File: src/rtl/code_serializer_pkg.sv
// Shared types and constants for the code word serializer.
// Frame layout: start, DATA_BITS data bits LSB-first, even parity, stop.
package code_serializer_pkg;

  typedef enum logic [2:0] {
    IDLE,
    START,
    DATA,
    PARITY,
    STOP
  } state_t;

  localparam int FRAME_BITS = 7;
  localparam int DATA_BITS  = 4;

  function automatic logic even_parity(input logic [DATA_BITS-1:0] word);
    return ^word;
  endfunction

endpackage

File: src/rtl/code_fifo.sv
// Circular FIFO with occupancy count. A push while full is accepted only
// if a pop happens in the same cycle; otherwise it is reported on drop_o.
module code_fifo #(
  parameter int DEPTH = 4,
  parameter int WIDTH = 4
) (
  input  logic                     clk_i,
  input  logic                     rst_i,
  input  logic                     push_i,
  input  logic                     pop_i,
  input  logic [WIDTH-1:0]         din_i,
  output logic [WIDTH-1:0]         dout_o,
  output logic                     full_o,
  output logic                     empty_o,
  output logic [$clog2(DEPTH):0]   level_o,
  output logic                     drop_o
);

  localparam int AW = $clog2(DEPTH);

  logic [WIDTH-1:0] mem_q [DEPTH];
  logic [AW-1:0]    wr_q, wr_d;
  logic [AW-1:0]    rd_q, rd_d;
  logic [AW:0]      level_q, level_d;
  logic             do_push, do_pop;

  assign full_o  = (level_q == (AW+1)'(DEPTH));
  assign empty_o = (level_q == '0);
  assign level_o = level_q;
  assign dout_o  = mem_q[rd_q];

  // A pop frees the head slot this cycle, so a simultaneous push fits even when full.
  assign do_pop  = pop_i & ~empty_o;
  assign do_push = push_i & (~full_o | do_pop);
  assign drop_o  = push_i & ~do_push;

  always_comb begin
    wr_d    = do_push ? wr_q + 1'b1 : wr_q;
    rd_d    = do_pop  ? rd_q + 1'b1 : rd_q;
    level_d = level_q + {AW'(0), do_push} - {AW'(0), do_pop};
  end

  always_ff @(posedge clk_i) begin
    if (rst_i) begin
      wr_q    <= '0;
      rd_q    <= '0;
      level_q <= '0;
    end else begin
      wr_q    <= wr_d;
      rd_q    <= rd_d;
      level_q <= level_d;
    end
  end

  always_ff @(posedge clk_i) begin
    if (do_push) begin
      mem_q[wr_q] <= din_i;
    end
  end

endmodule

File: src/rtl/code_serializer.sv
// Captures encoder code words on rising edges of ready, queues them, and
// sends each as a start / 4 data (LSB first) / even parity / stop frame on tx.
module code_serializer
  import code_serializer_pkg::*;
#(
  parameter int CLKS_PER_BIT = 4,
  parameter int DEPTH        = 4
) (
  input  logic                   clk,
  input  logic                   reset,
  input  logic [3:0]             S,
  input  logic                   ready,
  output logic                   tx,
  output logic                   busy,
  output logic                   full,
  output logic                   empty,
  output logic [$clog2(DEPTH):0] level,
  output logic                   overflow
);

  localparam int CW = $clog2(CLKS_PER_BIT);

  state_t                 state_q, state_d;
  logic [CW-1:0]          cnt_q, cnt_d;
  logic [1:0]             bit_q, bit_d;
  logic [DATA_BITS-1:0]   sh_q, sh_d;
  logic                   par_q, par_d;
  logic                   tx_q, tx_d;
  logic                   ready_q;
  logic                   ovf_q;

  logic                   push;
  logic                   pop;
  logic                   drop;
  logic                   last_clk;
  logic [DATA_BITS-1:0]   head;

  // ready_q resets high so a strobe held through reset is not a rising edge.
  assign push     = ready & ~ready_q;
  assign last_clk = (cnt_q == CW'(CLKS_PER_BIT - 1));

  code_fifo #(
    .DEPTH (DEPTH),
    .WIDTH (DATA_BITS)
  ) u_fifo (
    .clk_i   (clk),
    .rst_i   (reset),
    .push_i  (push),
    .pop_i   (pop),
    .din_i   (S),
    .dout_o  (head),
    .full_o  (full),
    .empty_o (empty),
    .level_o (level),
    .drop_o  (drop)
  );

  always_comb begin
    state_d = state_q;
    cnt_d   = cnt_q + 1'b1;
    bit_d   = bit_q;
    sh_d    = sh_q;
    par_d   = par_q;
    pop     = 1'b0;
    unique case (state_q)
      IDLE: begin
        cnt_d = '0;
        if (!empty) begin
          pop     = 1'b1;
          sh_d    = head;
          par_d   = even_parity(head);
          bit_d   = '0;
          state_d = START;
        end
      end
      START: begin
        if (last_clk) begin
          cnt_d   = '0;
          state_d = DATA;
        end
      end
      DATA: begin
        if (last_clk) begin
          cnt_d = '0;
          if (bit_q == 2'(DATA_BITS - 1)) begin
            state_d = PARITY;
          end else begin
            sh_d  = sh_q >> 1;
            bit_d = bit_q + 1'b1;
          end
        end
      end
      PARITY: begin
        if (last_clk) begin
          cnt_d   = '0;
          state_d = STOP;
        end
      end
      STOP: begin
        if (last_clk) begin
          cnt_d   = '0;
          state_d = IDLE;
        end
      end
      default: begin
        cnt_d   = '0;
        state_d = IDLE;
      end
    endcase
  end

  // tx is registered from the next state so it changes on the same edge as the state.
  always_comb begin
    tx_d = 1'b1;
    unique case (state_d)
      START:   tx_d = 1'b0;
      DATA:    tx_d = sh_d[0];
      PARITY:  tx_d = par_d;
      default: tx_d = 1'b1;
    endcase
  end

  always_ff @(posedge clk) begin
    if (reset) begin
      state_q <= IDLE;
      cnt_q   <= '0;
      bit_q   <= '0;
      tx_q    <= 1'b1;
      ready_q <= 1'b1;
      ovf_q   <= 1'b0;
    end else begin
      state_q <= state_d;
      cnt_q   <= cnt_d;
      bit_q   <= bit_d;
      tx_q    <= tx_d;
      ready_q <= ready;
      ovf_q   <= ovf_q | drop;
    end
  end

  always_ff @(posedge clk) begin
    sh_q  <= sh_d;
    par_q <= par_d;
  end

  assign tx       = tx_q;
  assign busy     = (state_q != IDLE);
  assign overflow = ovf_q;

endmodule
File: config.mk
export PLATFORM = sky130hd
export DESIGN_NAME = code_serializer
export DESIGN_NICKNAME = d
export VERILOG_FILES = /design/src/rtl/code_serializer_pkg.sv /design/src/rtl/code_fifo.sv /design/src/rtl/code_serializer.sv
export SDC_FILE = /design/constraint.sdc
export NUM_CORES = 1
export LEC_CHECK = 0
export CORE_MARGIN = 2
export CORE_UTILIZATION = 55
export CTS_CLUSTER_SIZE = 30
export DETAILED_ROUTE_END_ITERATION = 6
export DONT_BUFFER_PORTS = 1
export PLACE_DENSITY = 0.73
export SLEW_MARGIN = 20
export SYNTH_ARGS = -nofsm -noshare
export SYNTH_HDL_FRONTEND = slang
export SYNTH_HIERARCHICAL = 1
export SYNTH_SLANG_ARGS = --single-unit
File: constraint.sdc
create_clock -name clk -period 2.4 [get_ports clk]
set_clock_uncertainty 0.05 [all_clocks]
set_input_delay 0.48 -clock clk [delete_from_list [all_inputs] [get_ports clk]]
set_output_delay 0.48 -clock clk [all_outputs]
set_load 0.1 [all_outputs]
==> results_dict.tcl, run 1 <==
set metrics [dict create \
    power_density_mw_per_mm2 1260 \
    nNetsFinal 175 \
    start_kind "register" \
    hold_path_end "bit_q[0]$_SDFFE_PP0P_" \
    drtAntennaViolNets 0 \
    pwr-share-comb_pct 46.4 \
    fin_util_pct 66.9 \
    async_flop_share_pct 0 \
    yosys_warnings 6 \
    min_delay_path_depth 1 \
    port_buffers 0 \
    mappedNetlistArea_mm2 0.00183 \
    finalWorstSetupSlack_ns 0.101 \
    pre_cts_slack_ns 0.136 \
    numClockSinks 40 \
    cts.clk_slew.worst_paths_ns 0.13 \
    worst_pin_slew_ns 0.474 \
    gp_congestion 0.838 \
    antenna_found_initial 0 \
    rsz0062_at_grt "false" \
    firstDrtPassIters 4 \
    grt_use_total_pct 19.5 \
    intPower_mw 1.51 \
    fillCellCount 253 \
    cts_htree_levels 2 \
    maxCapViolCount 0 \
    swShare_pct 42.1 \
    areaGrowthSynthToFinish_pct 13.6 \
    min-delay-start "reset" \
    p_clk_share_pct 17.0 \
    clk_path_buf_depth 2 \
    grt_max_degree 19 \
    reg2reg_slack_ns 0.10 \
    yosysTopAreaCell "edfxtp_1" \
    rr_worst_depth 7 \
    die_x_um 61.6 \
    p_switching_mw 1.10 \
    timing.final.crit_share_pct 95.8 \
    p_leak_nw 0.813 \
    hpwl_um 2330 \
    yosys.area.top_type_share_pct 31.3 \
    clk_latency_ns 0.35 \
    finalWirelength_um 3070 \
    p_seq_share_pct 36.6 \
    drive_above_1_share_pct 32.5 \
    initial_core_util_pct 58.8 \
    ios 15 \
    maxSlewHeadroom_pct 68.0 \
    synth-seq-area-share_pct 54.3 \
    path_class "register to register" \
    dieArea_mm2 0.00380 \
    cts_root_buf "clkbuf_4" \
    dp_cells 195 \
    postSynthCellCount 144 \
    slew_viol_final 0 \
    ys_ff_latch 40 \
    outcome "finished, final reports clean" \
    hold_path_class "primary input to register" \
    critPathMaxFanout 4 \
    busiest_layer "met2" \
    synth_area_leaders "edfxtp_1 31%, dfxtp_1 23%, ha_1 5.5%, mux4_2 4.9%, nor2_1 3.7%" \
    grtUsageMet3_pct 7.56 \
    cts_tree "yes" \
    synth_edf_count 19 \
    ys.flop_type "dfxtp_1" \
    r2r-end "u_fifo/level_o[1]$_SDFF_PP0_" \
    grt_pass1_wl_um 5050 \
    grt_pass1_vias 1138 \
    syn_nets 160 \
    r2r-start "state_q[2]$_SDFF_PP0_" \
    rows 20 \
    final_cells 204 \
    required_ns 2.60 \
    synth.distinct_cells 44 \
    setup_viol 0 \
    fin_setup_tns_ns 0 \
    diodes 0 \
    min_period_ns 2.30 \
    syn_avg_cell_area_um2 12.7 \
    ir_worst_vdd_mv 1.01 \
    whs_ns 0.124 \
    cts_buffers 5 \
    max_freq_mhz 435 \
    overflow 0 \
    post_drt_wl_per_cell_um 15.1 \
    die_h_um 61.6 \
    vias 1108 \
    hold_violations 0 \
    drt-vias-per-instance 5.43 \
    core_mm2 0.00310 \
    met1_usage_pct 22.6 \
    drc 0 \
    met2_usage_pct 33.1 \
    drt_iter0_markers 53 \
    endpoint_kind "register" \
    worstPathArrival_ns 2.50 \
]
## synth_stat cells, drive strengths merged (3+ instances only)
library cell  number
dfxtp             21
buf                3
mux2i              3
nor2              18
ha                 8
mux4               4
edfxtp            19
a21oi              3
inv                8
and2               9
nor2b              5
o21ai              4
xnor2              5
## cells in the final DEF, fill, tap and decap left out, drive strengths merged, types with 3 or more instances in the layout
cell type and count:
o21ai 4, mux2i 3, xnor2 5, clkbuf 5, mux4 4, and2 9, inv 8, buf 13
ha 8, nor2 18, a21oi 3, dfxtp 21, edfxtp 19, nor2b 5
## logic make-up (layout without fill, tap and decap cells)
| family | after synthesis | in the layout | share of synthesized area [%] |
|---|---|---|---|
| compound gates | 17 | 17 | 7.95 |
| xor+xnor | 7 | 7 | 3.36 |
| fa+ha+maj | 9 | 9 | 6.58 |
| mux | 9 | 9 | 8.02 |
| flops | 40 | 40 | 54.3 |
| buf+inv | 13 | 29 | 3.36 |
| simple gates | 49 | 49 | 16.4 |
## state kept, by name, summed over array words and instances, names as in the netlist, named ones only
signal / count
u_fifo/level_o: 3
state_q: 3
u_fifo/wr_q: 2
u_fifo/mem_q: 16
bit_q: 2
tx: 1
u_fifo/rd_q: 2
sh_q: 4
par_q: 1
ready_q: 1
cnt_q: 2
overflow: 1
## per-stage QoR
| step | power (mW) | area, µm² |
|---|---|---|
| floorplan | 1.89 | 1860 |
| global placement | 2.10 | 1970 |
| detailed placement | 2.14 | 1970 |
| CTS | 2.59 | 2060 |
| global route | 2.76 | 2070 |
| finish | 2.61 | 2070 |
## metal layers
| layer | share of wire [%] | up-vias |
|---|---|---|
| li1 | - | 540 |
| met1 | 41 | 542 |
| met2 | 53 | 22 |
| met3 | 5.2 | 4 |
| met4 | 0.75 | 0 |
| met5 | 0 | - |
## worst max path at each step
stage | endpoint | cells after the start | start | slack [ns]
after detailed placement | u_fifo/level_o[2]$_SDFF_PP0_ | 8 | u_fifo/level_o[1]$_SDFF_PP0_ | 0.14
after global routing | u_fifo/level_o[2]$_SDFF_PP0_ | 10 | u_fifo/level_o[1]$_SDFF_PP0_ | 0.005
after CTS | u_fifo/level_o[2]$_SDFF_PP0_ | 10 | u_fifo/level_o[2]$_SDFF_PP0_ | 0.11
after floorplan | u_fifo/level_o[2]$_SDFF_PP0_ | 10 | u_fifo/level_o[2]$_SDFF_PP0_ | -0.71
after global placement | u_fifo/level_o[2]$_SDFF_PP0_ | 8 | u_fifo/level_o[1]$_SDFF_PP0_ | 0.19
final | u_fifo/level_o[1]$_SDFF_PP0_ | 7 | state_q[2]$_SDFF_PP0_ | 0.10
## power groups by stage
| stage | combinational [mW] | clock [mW] | sequential, mW |
|---|---|---|---|
| floorplan | 0.736 | 0 | 1.16 |
| finish | 1.21 | 0.444 | 0.956 |
| global route | 1.30 | 0.487 | 0.973 |
| detailed placement | 1.16 | 0 | 0.971 |
| global placement | 1.14 | 0 | 0.961 |
| CTS | 1.17 | 0.458 | 0.960 |
## area by class of cell
cell class	count	area (µm²)	area share, %
Sequential cell	40	1000	48.3
Multi-Input combinational cell	91	805	38.8
Timing Repair Buffer	13	97.6	4.70
Tap cell	44	55.1	2.65
Clock inverter	3	47.5	2.29
Clock buffer	5	37.5	1.81
Inverter	8	30.0	1.45
## worst max-delay path, cell delays in order, from the launching register on
cell and delay [ns]:
dfxtp_1 0.36, nor4_4 0.41, o31ai_2 0.18, or2_4 0.29
a21bo_2 0.19, ha_2 0.17, fa_2 0.42, nor2b_1 0.14
## what timing repair did
item / CTS / global route
hold buffers: 0 / 0
resized for setup: 0 / 2
setup buffers: 0 / 1
setup endpoints to repair: 0 / 1
(Power assumes the default switching activity.)
==> inputs of run 2 (changes only) <==
SETUP_SLACK_MARGIN = 0.05   (was not set)
==> results_dict.tcl, run 2 (same netlist as run 1, synthesis figures left out) <==
set metrics [dict create \
    cts_buffers 5 \
    power_density_mw_per_mm2 1280 \
    ios 15 \
    grt_pass1_wl_um 5050 \
    cts_htree_levels 2 \
    drt_iter0_markers 46 \
    min_period_ns 2.34 \
    ir_worst_vdd_mv 1.17 \
    die_x_um 61.6 \
    initial_core_util_pct 58.8 \
    clk_latency_ns 0.35 \
    min_delay_path_depth 1 \
    cts_root_buf "clkbuf_4" \
    layout_commonest_cell "edfxtp_1" \
    fillCellCount 244 \
    firstDrtPassIters 4 \
    overflow 0 \
    hpwl_um 2330 \
    post_drt_wl_per_cell_um 15.2 \
    fin_setup_tns_ns 0 \
    r2r-start "u_fifo/level_o[2]$_SDFF_PP0_" \
    cts_tree "yes" \
    grt_max_degree 19 \
    die_h_um 61.6 \
    core_mm2 0.00310 \
    maxSlewHeadroom_pct 69.1 \
    seq_area_mm2 0.00100 \
    min-delay-start "reset" \
    timing.final.crit_share_pct 97.4 \
    final_cell_mix "19 x edfxtp_1, 18 x nor2_1, 18 x dfxtp_1, 18 x buf_4, 8 x inv_1" \
    worst_pin_slew_ns 0.457 \
    largestRegisters "u_fifo/mem_q: 16 flops, sh_q: 4 flops" \
    nNetsFinal 180 \
    drive_above_1_share_pct 34.5 \
    pre_cts_slack_ns 0.136 \
    ctsHoldBuffers 0 \
    drc 0 \
    r2r-end "u_fifo/level_o[1]$_SDFF_PP0_" \
    slew_viol_final 0 \
    top_register "u_fifo/mem_q" \
    antenna_found_initial 0 \
    p_total_mw 2.73 \
    setup_viol 0 \
    hold_path_class "primary input to register" \
    worstPathArrival_ns 2.54 \
    start_kind "register" \
    rows 20 \
    max_freq_mhz 428 \
    rr_worst_depth 8 \
    hold_violations 0 \
    clk_path_buf_depth 2 \
    outcome "finished, final reports clean" \
    numClockSinks 40 \
    cts.clk_slew.worst_paths_ns 0.13 \
    drt-vias-per-instance 5.38 \
    hold_path_end "bit_q[0]$_SDFFE_PP0P_" \
    port_buffers 0 \
    drtAntennaViolNets 0 \
    grt_use_total_pct 19.5 \
    stdcell_area_mm2 0.00213 \
    largest_reg_flops 16 \
    p_leak_nw 0.838 \
    multiInputGateArea_um2 823 \
    path_class "register to register" \
    endpoint_kind "register" \
    post_dp_cell_area_mm2 0.00197 \
    finalWirelength_um 3180 \
    critPathMaxFanout 4 \
    vias 1124 \
    gp_congestion 0.838 \
    required_ns 2.60 \
    finalWorstSetupSlack_ns 0.0616 \
    maxCapViolCount 0 \
    reg2reg_slack_ns 0.06 \
    areaGrowthSynthToFinish_pct 16.7 \
    diodes 0 \
    rsz0062_at_grt "true" \
    grt_pass1_vias 1138 \
    dieArea_mm2 0.00380 \
]
-- run 2: cell type report --
cell class                 instances  area share [%]
sequential                        40            47.0
multi-input combinational         91            38.6
timing repair buffer              18            6.34
tap                               44            2.58
clock inverter                     3            2.23
clock buffer                       5            1.76
inverter                           8            1.41
-- run 2: worst max-delay path by stage --
| stage | startpoint | to | slack [ns] | cells after the start |
|---|---|---|---|---|
| after global routing | u_fifo/level_o[2]$_SDFF_PP0_ | u_fifo/level_o[2]$_SDFF_PP0_ | 0.002 | 9 |
| after global placement | u_fifo/level_o[1]$_SDFF_PP0_ | u_fifo/level_o[2]$_SDFF_PP0_ | 0.19 | 8 |
| after floorplan | u_fifo/level_o[2]$_SDFF_PP0_ | u_fifo/level_o[2]$_SDFF_PP0_ | -0.71 | 10 |
| after detailed placement | u_fifo/level_o[1]$_SDFF_PP0_ | u_fifo/level_o[2]$_SDFF_PP0_ | 0.14 | 8 |
| after CTS | u_fifo/level_o[2]$_SDFF_PP0_ | u_fifo/level_o[2]$_SDFF_PP0_ | 0.11 | 10 |
| final | u_fifo/level_o[2]$_SDFF_PP0_ | u_fifo/level_o[1]$_SDFF_PP0_ | 0.06 | 8 |
-- run 2: through the flow --
| step | instances | utilization, % | hold slack, ns |
|---|---|---|---|
| 3_3_place_gp | 195 | 63.5 | 0.380 |
| 4_1_cts | 203 | 66.3 | 0.109 |
| 3_5_place_dp | 195 | 63.5 | 0.408 |
| 5_1_grt | 209 | 68.7 | 0.0913 |
| 6_report | 209 | 68.7 | 0.126 |
| 2_1_floorplan | 144 | - | 0.371 |
-- run 2: repair_timing --
action                                 4_1_cts  5_1_grt
setup endpoints to repair                    0        1
endpoints found under the hold margin        0        0
gates resized for setup                      0        4
buffers inserted                             0        6
-- run 2: critical path, cell delays in order (launching register included) --
cell,delay (ns)
dfxtp_4,0.42
nor3_4,0.05
nor4_4,0.38
o31ai_4,0.16
or2_4,0.28
a21bo_2,0.21
ha_4,0.13
fa_2,0.42
nor2b_1,0.13
-- run 2: report_power, final --
group | switching, mW | leakage, nW | total [mW] | internal [mW]
combinational | 0.822 | 0.445 | 1.33 | 0.512
clock | 0.224 | 0.0454 | 0.446 | 0.223
sequential | 0.0933 | 0.347 | 0.950 | 0.857
total | 1.14 | 0.838 | 2.73 | 1.59
-- run 2: layer usage --
layer | routed length [µm] | vias up | global-route usage, %
met5 | 0 | - | 0
met4 | 23 | 0 | 6.38
met3 | 192 | 4 | 7.56
met2 | 1710 | 26 | 33.1
met1 | 1240 | 545 | 22.6
li1 | - | 549 | -
